File: src/rtl/acorn128_stream_engine.sv
// rtl/acorn128_stream_engine.sv - ACORN-128 v3 AEAD stream engine, DW state-update steps per clock
module acorn128_stream_engine #(
    parameter int DW   = 32,
    parameter int LENW = 16
) (
    input  logic            clk,
    input  logic            rst,
    input  logic            start_in,
    input  logic            decrypt_in,
    input  logic [127:0]    key_in,
    input  logic [127:0]    iv_in,
    input  logic [LENW-1:0] ad_words_in,
    input  logic [LENW-1:0] msg_words_in,
    input  logic [127:0]    tag_in,
    input  logic            in_valid,
    input  logic [DW-1:0]   in_data,
    output logic            in_ready,
    output logic            out_valid,
    output logic [DW-1:0]   out_data,
    input  logic            out_ready,
    output logic            busy_out,
    output logic            done_out,
    output logic [127:0]    tag_out,
    output logic            tag_ok_out
);
    localparam int INIT_CYC = 1792 / DW;
    localparam int PAD_CYC  = 256 / DW;
    localparam int FIN_CYC  = 768 / DW;
    localparam int HALF_CYC = 128 / DW;
    localparam int CW       = $clog2(INIT_CYC) + 1;

    typedef enum logic [2:0] {
        S_IDLE, S_INIT, S_AD, S_AD_PAD, S_MSG, S_MSG_PAD, S_FINAL, S_DONE
    } state_t;

    state_t            fsm, fsm_nxt;
    logic [292:0]      acorn, acorn_nxt;
    logic [CW-1:0]     cnt;
    logic [LENW-1:0]   wcnt;
    logic [LENW-1:0]   msg_words_q;
    logic              dec_q;
    logic [127:0]      key_q, iv_q, tag_exp_q;
    logic              drain, step_en, step_ca, step_cb, step_dec;
    logic [DW-1:0]     step_word, ks_word, init_word;
    logic [31:0]       init_pos;
    logic [127:0]      tag_nxt;

    function automatic logic maj(input logic x, input logic y, input logic z);
        return (x & y) ^ (x & z) ^ (y & z);
    endfunction

    function automatic logic ch(input logic x, input logic y, input logic z);
        return (x & y) ^ (~x & z);
    endfunction

    // Load stream: key, then IV, then key repeating with bit 256 inverted
    always_comb begin
        init_pos  = 32'(cnt) * 32'(DW);
        init_word = DW'(key_q >> (init_pos % 32'd128));
        if (init_pos >= 32'd128 && init_pos < 32'd256)
            init_word = DW'(iv_q >> (init_pos % 32'd128));
        else if (init_pos == 32'd256)
            init_word[0] = ~init_word[0];
    end

    always_comb begin
        fsm_nxt   = fsm;
        step_en   = 1'b0;
        step_word = '0;
        step_ca   = 1'b1;
        step_cb   = 1'b1;
        step_dec  = 1'b0;
        in_ready  = 1'b0;
        drain     = !out_valid || out_ready;
        case (fsm)
            S_IDLE: if (start_in) fsm_nxt = S_INIT;
            S_INIT: begin
                step_en   = 1'b1;
                step_word = init_word;
                if (cnt == CW'(INIT_CYC - 1)) fsm_nxt = (wcnt != '0) ? S_AD : S_AD_PAD;
            end
            S_AD: begin
                in_ready  = 1'b1;
                step_en   = in_valid;
                step_word = in_data;
                if (in_valid && wcnt == LENW'(1)) fsm_nxt = S_AD_PAD;
            end
            S_AD_PAD: begin
                step_en   = 1'b1;
                step_word = (cnt == '0) ? DW'(1) : '0;
                step_ca   = cnt < CW'(HALF_CYC);
                if (cnt == CW'(PAD_CYC - 1)) fsm_nxt = (msg_words_q != '0) ? S_MSG : S_MSG_PAD;
            end
            S_MSG: begin
                in_ready  = drain;
                step_en   = in_valid && drain;
                step_word = in_data;
                step_cb   = 1'b0;
                step_dec  = dec_q;
                if (step_en && wcnt == LENW'(1)) fsm_nxt = S_MSG_PAD;
            end
            S_MSG_PAD: begin
                // Hold padding until the last output word has left
                step_en   = drain;
                step_word = (cnt == '0) ? DW'(1) : '0;
                step_ca   = cnt < CW'(HALF_CYC);
                step_cb   = 1'b0;
                if (drain && cnt == CW'(PAD_CYC - 1)) fsm_nxt = S_FINAL;
            end
            S_FINAL: begin
                step_en = 1'b1;
                if (cnt == CW'(FIN_CYC - 1)) fsm_nxt = S_DONE;
            end
            S_DONE:  fsm_nxt = S_IDLE;
            default: fsm_nxt = S_IDLE;
        endcase
    end

    // DW unrolled state-update steps; word bit 0 goes first
    always_comb begin : step_chain
        logic [292:0] s;
        logic         ks, mb, fb;
        s       = acorn;
        ks      = 1'b0;
        mb      = 1'b0;
        fb      = 1'b0;
        ks_word = '0;
        for (int j = 0; j < DW; j++) begin
            s[289] = s[289] ^ s[235] ^ s[230];
            s[230] = s[230] ^ s[196] ^ s[193];
            s[193] = s[193] ^ s[160] ^ s[154];
            s[154] = s[154] ^ s[111] ^ s[107];
            s[107] = s[107] ^ s[66]  ^ s[61];
            s[61]  = s[61]  ^ s[23]  ^ s[0];
            ks = s[12] ^ s[154] ^ maj(s[235], s[61], s[193]) ^ ch(s[230], s[111], s[66]);
            mb = step_word[j] ^ (step_dec & ks);
            fb = s[0] ^ ~s[107] ^ maj(s[244], s[23], s[160]) ^ (step_ca & s[196]) ^ (step_cb & ks);
            s  = {fb ^ mb, s[292:1]};
            ks_word[j] = ks;
        end
        acorn_nxt = s;
    end

    assign tag_nxt  = 128'({ks_word, tag_out} >> DW);
    assign busy_out = (fsm != S_IDLE);
    assign done_out = (fsm == S_DONE);

    always_ff @(posedge clk or negedge rst) begin
        if (!rst) begin
            fsm         <= S_IDLE;
            acorn       <= '0;
            cnt         <= '0;
            wcnt        <= '0;
            msg_words_q <= '0;
            dec_q       <= 1'b0;
            key_q       <= '0;
            iv_q        <= '0;
            tag_exp_q   <= '0;
            out_valid   <= 1'b0;
            out_data    <= '0;
            tag_out     <= '0;
            tag_ok_out  <= 1'b0;
        end else begin
            fsm <= fsm_nxt;
            if (fsm_nxt != fsm)
                cnt <= '0;
            else if (step_en && fsm != S_AD && fsm != S_MSG)
                cnt <= cnt + CW'(1);
            if (fsm == S_IDLE) begin
                if (start_in) begin
                    acorn       <= '0;
                    wcnt        <= ad_words_in;
                    msg_words_q <= msg_words_in;
                    dec_q       <= decrypt_in;
                    key_q       <= key_in;
                    iv_q        <= iv_in;
                    tag_exp_q   <= tag_in;
                    tag_out     <= '0;
                    tag_ok_out  <= 1'b0;
                end
            end else begin
                if (step_en) acorn <= acorn_nxt;
                if (fsm == S_AD_PAD && fsm_nxt != fsm)
                    wcnt <= msg_words_q;
                else if ((fsm == S_AD || fsm == S_MSG) && step_en)
                    wcnt <= wcnt - LENW'(1);
                if (fsm == S_MSG && step_en) begin
                    out_valid <= 1'b1;
                    out_data  <= in_data ^ ks_word;
                end else if (out_ready) begin
                    out_valid <= 1'b0;
                end
                if (fsm == S_FINAL) tag_out <= tag_nxt;
                if (fsm == S_FINAL && fsm_nxt == S_DONE)
                    tag_ok_out <= !dec_q || (tag_nxt == tag_exp_q);
            end
        end
    end
endmodule

File: config.mk
export PLATFORM = sky130hd
export DESIGN_NAME = acorn128_stream_engine
export DESIGN_NICKNAME = d
export VERILOG_FILES = /design/src/rtl/acorn128_stream_engine.sv
export SDC_FILE = /design/constraint.sdc
export NUM_CORES = 2
export LEC_CHECK = 0
export ABC_CLOCK_PERIOD_IN_PS = 2290
export CAP_MARGIN = 20
export CORE_AREA = 10 10 401 403
export DETAILED_ROUTE_END_ITERATION = 8
export DIE_AREA = 0 0 411 413
export GPL_TIMING_DRIVEN = 0
export SLEW_MARGIN = 25
export SYNTH_ARGS = -nofsm -noshare
export SYNTH_HDL_FRONTEND = slang
export SYNTH_SLANG_ARGS = --single-unit
File: constraint.sdc
create_clock -name clk -period 2.29 [get_ports clk]
set_input_delay 0.3435 -clock clk [delete_from_list [all_inputs] [get_ports clk]]
set_output_delay 0.3435 -clock clk [all_outputs]
set_load 0.01 [all_outputs]
==> Word level (Yosys, flattened, before mapping) <==
Index checks and enable logic that the tools add are counted.
Widths: inputs -> output; s select.
{ "word_totals": {"register_bits": 882, "inputBits": 454, "out_inout_bits": 165} }
{ "classes": {"addsub": 2, "order_cmp": 3, "eq_ne": 18, "n_shift": 2, "mux": 37, "bitwise_logic": 1251, "reduce_logical": 38} }
{ "op_table": {"columns": ["operator", "n"], "rows": [
  ["$mux 293", 3],
  ["$xor 1x1->1", 832],
  ["$mux 128", 3],
  ["$and 1x1->1", 352],
  ["$shr 128x7->32", 2],
  ["$eq 128x128->1", 1],
  ["$pmux 32 s3", 1],
  ["$not 1->1", 66],
  ["$mux 16", 4],
  ["$reduce_bool 16->1", 2],
  ["$xor 32x32->32", 1],
  ["$mux 31", 1],
  ["$pmux 3 s8", 1],
  ["$mux 3", 7],
  ["$eq 16x1->1 const B", 1],
  ["$sub 16x1->16 const B", 1],
  ["$eq 3x3->1 const B", 5],
  ["$mux 7", 2],
  ["$reduce_and 2->1", 7],
  ["$mux 1", 13],
  ["$ge 12x8->1 const B", 1],
  ["$lt 12x9->1 const B", 1],
  ["$logic_and 1x1->1", 11],
  ["$reduce_bool 2->1", 5],
  ["other kinds (21)", 28]
]} }

==> Depth between registers and ports, before layout <==
{ "depth": {"word_depth": 14, "mapped_depth": 10, "ltp_nobuf": 9} }

==> Worst setup path after synthesis <==
Ideal clock, no wire load.
{ "synth_timing": {"path_kind": "reg2reg", "startpoint": "reg acorn[169]", "endpoint": "reg tag_ok_out", "setup_time_ns": 0.064, "t_arrival_ns": 2.387, "required_ns": 2.226, "slack_ns": -0.161, "path_stages_with_launch": 10, "period_less_slack_ns": 2.451, "path_cell_list": "dfrtp_1 > buf_2 > xor2_1 > xnor2_1 > maj3_2 > xnor2_1 > or2_2 > a2111o_2 > nor4_1 > a21o_1"} }
{ "synth_between": {"elab_chain_len": 11, "elab_cells_between_ends": 22, "classes_between": "eq/ne (1); mux (2); bitwise (18); reduce/logical (1)"} }
{ "synth_lines": {"columns": ["item", "line_no", "source"], "rows": [
  ["start, declared", "37", "logic [292:0] acorn, acorn_nxt;"],
  ["start signal, assigned", "182", "if (step_en) acorn <= acorn_nxt;"],
  ["$xor 1x1->1 (2 in series)", "131", "s[193] = s[193] ^ s[160] ^ s[154];"],
  ["$and 1x1->1", "49", "return (x & y) ^ (x & z) ^ (y & z);"],
  ["$xor 1x1->1 (2 in series)", "49", null],
  ["$xor 1x1->1 (2 in series)", "135", "ks = s[12] ^ s[154] ^ maj(s[235], s[61], s[193]) ^ ch(s[230], s[111], s[66]);"],
  ["$eq 128x128->1 *", "195", "tag_ok_out <= !dec_q || (tag_nxt == tag_exp_q);"],
  ["$logic_or 1x1->1 *", "195", null],
  ["$mux 1 *", "194", "if (fsm == S_FINAL && fsm_nxt == S_DONE)"],
  ["$mux 1 *", "169", "if (fsm == S_IDLE) begin"],
  ["end signal, assigned", "195", null],
  ["end, declared", "24", "output logic tag_ok_out"]
]} }
Mark *: on every way between the ends. The rest lies on a longest branch, timed or not. The select of a mux whose other input is x is not followed.
A chain may end at the register's enable or synchronous reset.

==> Worst setup path after layout <==
{ "layout_timing": {"startpoint": "reg tag_out[113]", "endpoint": "reg tag_ok_out"} }
{ "layout_between": {"elab_chain_len": 4} }
{ "layout_lines": {"columns": ["item", "line_no", "source"], "rows": [
  ["start, declared", "23", "output logic [127:0] tag_out,"],
  ["start signal, assigned", "193", "if (fsm == S_FINAL) tag_out <= tag_nxt;"],
  ["$eq 128x128->1", "195", null],
  ["$logic_or 1x1->1", "195", null],
  ["$mux 1", "194", null],
  ["$mux 1", "169", null]
]} }
Every way passes these cells. The select of a mux whose other input is x is not followed.

==> metrics.csv <==
metric,value,unit
worst-setup-path-type,reg2reg,
setup_viol,40,
place_inst,7732,
drt_iter0_drc,4915,
num-nets-final,6307,
drt_pass1_iterations,6,
hp-class,in2reg,
place_congestion,1.03,
core.rowCount,144,
syn_inst,5061,
die_h,413,um
cts_tree,done,
core,0.153,mm^2
hold_viol_final,0,
drive_gt1_share,19.7,%
arrival,3490,ps
yosysWarningCount,0,
synth_area_leader_cell,dfrtp_1,
startpoint,tag_out[113]$_DFFE_PN0P_,
cts_buffer_depth,3,
antenna_found_initial,33,
h-tree-depth,3,
synth_area_leaders,"dfrtp_1 (48%), nand2_1 (15%), xnor2_1 (8.9%)",
numCtsBuffers,98,
cap_violations,0,
grtUsageMet3,8.64,%
r2r_end,tag_ok_out$_DFFE_PN0P_,
synth_top_area_share,48.4,%
outcome,finished with violations,
min-delay-start,iv_in[113],
portBuffers,618,
synth-main-ff-cell,dfrtp_1,
cts.clk_slew.worst_paths,70,ps
grt_setup_unrepaired,yes,
reg2reg_depth,8,
synth.distinct_cells,66,
track_usage,26.8,%
wl_per_cell,29.6,um
synth.net_count,5520,
synth-seq-cells,882,
yosys.cell_count.top_type,nand2_1,
grt_util_met2,39.9,%
drv_slew,0,
syn_area_per_cell,9.00,um^2
fmax,351,MHz
routed_wl,236,mm
drc,0,
busiest_layer,met2,
reg2reg_slack,-560,ps
min_period,2850,ps
ios,619,
startpoint_type,flop,
dp_hpwl,185,mm
syn_to_final_growth,38.8,%
synth.yosys.seq_area_share,48.4,%
grt_start_max_net_pins,136,
worst_slew_pin_slew,847,ps
viasPerCell,5.27,
cp-end-kind,flop,
fin_ws,-556,ps
grtUsageMet1,34.8,%
cp.required,2930,ps
nFillCells,15000,
finalHoldWorstSlack,104,ps
netlist_top_cells_count,"nand2_1 (1,859), dfrtp_1 (882), xnor2_1 (465)",
holdPathEnd,iv_q[113]$_DFFE_PN0P_,
ant_nets,0,
synth-edff-count,0,
initial_core_util,29.8,%
clk_latency,760,ps
violations,setup timing,
clock-skew-final,71.4,ps
min_period_over_period,124,%
dieArea,0.170,mm^2
r2r-start,tag_out[113]$_DFFE_PN0P_,
syn-cell-area,0.0456,mm^2
grt_pass1_vias,41300,
num_vias,42000,
synthArstFlopShare,100,%
numClockSinks,882,
worstHoldPathCells,3,
cp_max_fo,4,
root_buffer,clkbuf_16,
grt_pass1_wl,324,mm
instances_no_fill,7982,
grt.overflow.total,0,
relSlewSlack,43.5,%
die_w,411,um
-- area by class of cell --
type                    count  area, um^2  share of cell area, %
plain buffers             315        2020                   3.20
well taps                2044        2560                   4.04
clock inverters            44         658                   1.04
diodes                     10        25.0                 0.0396
inverters                  31         119                  0.188
flip-flops and latches    882       22200                   35.1
repair buffers            757        7760                   12.3
clock buffers             136        2840                   4.48
multi-input cells        3763       25000                   39.6
-- layer usage --
metal | share of wire, % | routed length (um)
met1 | 40 | 93800
met4 | 5.7 | 13600
met2 | 43 | 102000
met5 | 0.087 | 206
met3 | 11 | 26800
-- registers in the layout, indices dropped and copies added, names as in the netlist --
register and cells:
acorn 293, iv_q 128, key_q 128, tag_exp_q 128, tag_out 128, out_data 32
msg_words_q 16, wcnt 16, cnt 7, fsm 3, dec_q 1, out_valid 1
tag_ok_out 1
-- how the worst max path moves through the flow --
stage / to / slack (ps)
after floorplan: tag_ok_out$_DFFE_PN0P_ / -80
after global placement: iv_q[119]$_DFFE_PN0P_ / -41100
after detailed placement: acorn[77]$_DFFE_PN0P_ / -1780
after CTS: tag_ok_out$_DFFE_PN0P_ / -480
after global routing: tag_ok_out$_DFFE_PN0P_ / -560
final: tag_ok_out$_DFFE_PN0P_ / -560
-- per-stage QoR --
| step | setup slack, ps | TNS [ps] | utilization [%] | area (um^2) |
|---|---|---|---|---|
| 2_1_floorplan | -77.9 | -322 | - | 45700 |
| 3_3_place_gp | -41100 | - | 35.6 | 54400 |
| 3_5_place_dp | -1780 | -930170 | 35.8 | 54800 |
| 4_1_cts | -475 | -9060 | 40.0 | 61200 |
| 5_1_grt | -561 | -9150 | 41.3 | 63200 |
| 6_report | -556 | -5210 | 41.3 | 63200 |
-- what timing repair did --
item,in CTS,in global routing
setup buffers,65,56
hold buffers,2,0
setup endpoints to repair,911,777
endpoints found under the hold margin,156,0
gates cloned,2,6
gates resized for setup,605,562
pin swaps,95,139
-- kinds of logic after synthesis --
group                      count (synthesis)  share of synthesized area, %
buffers and inverters                    416                          3.60
xor gates and xnor gates                 794                          16.5
AOI/OAI and AO/OA                        378                          4.61
muxes                                     73                          3.38
and+or+nand+nor                         2450                          21.9
adders and majority gates                 68                          1.53
DFF                                      882                          48.4
-- worst max-delay path: stages, from the launching register on --
cell	delay (ps)
dfrtp_1	490
xor2_1	250
nor4_2	370
nand4_1	210
nor4_4	460
o221ai_2	180
or4_1	440
nor4_2	170
a21o_1	140
-- layout by cell type, fill, tap and decap left out, types with 105 or more instances in the layout --
cell / count
clkbuf_16: 105
clkbuf_2: 125
clkdlybuf4s50_1: 609
dfrtp_1: 775
dfrtp_2: 107
nand2_1: 1813
nand3_1: 419
o21ai_0: 180
xnor2_1: 328
xnor2_2: 106
xor2_1: 232
Power is not shown: default switching activity piles up to over one toggle a cycle in this logic, so the estimate is an artifact.
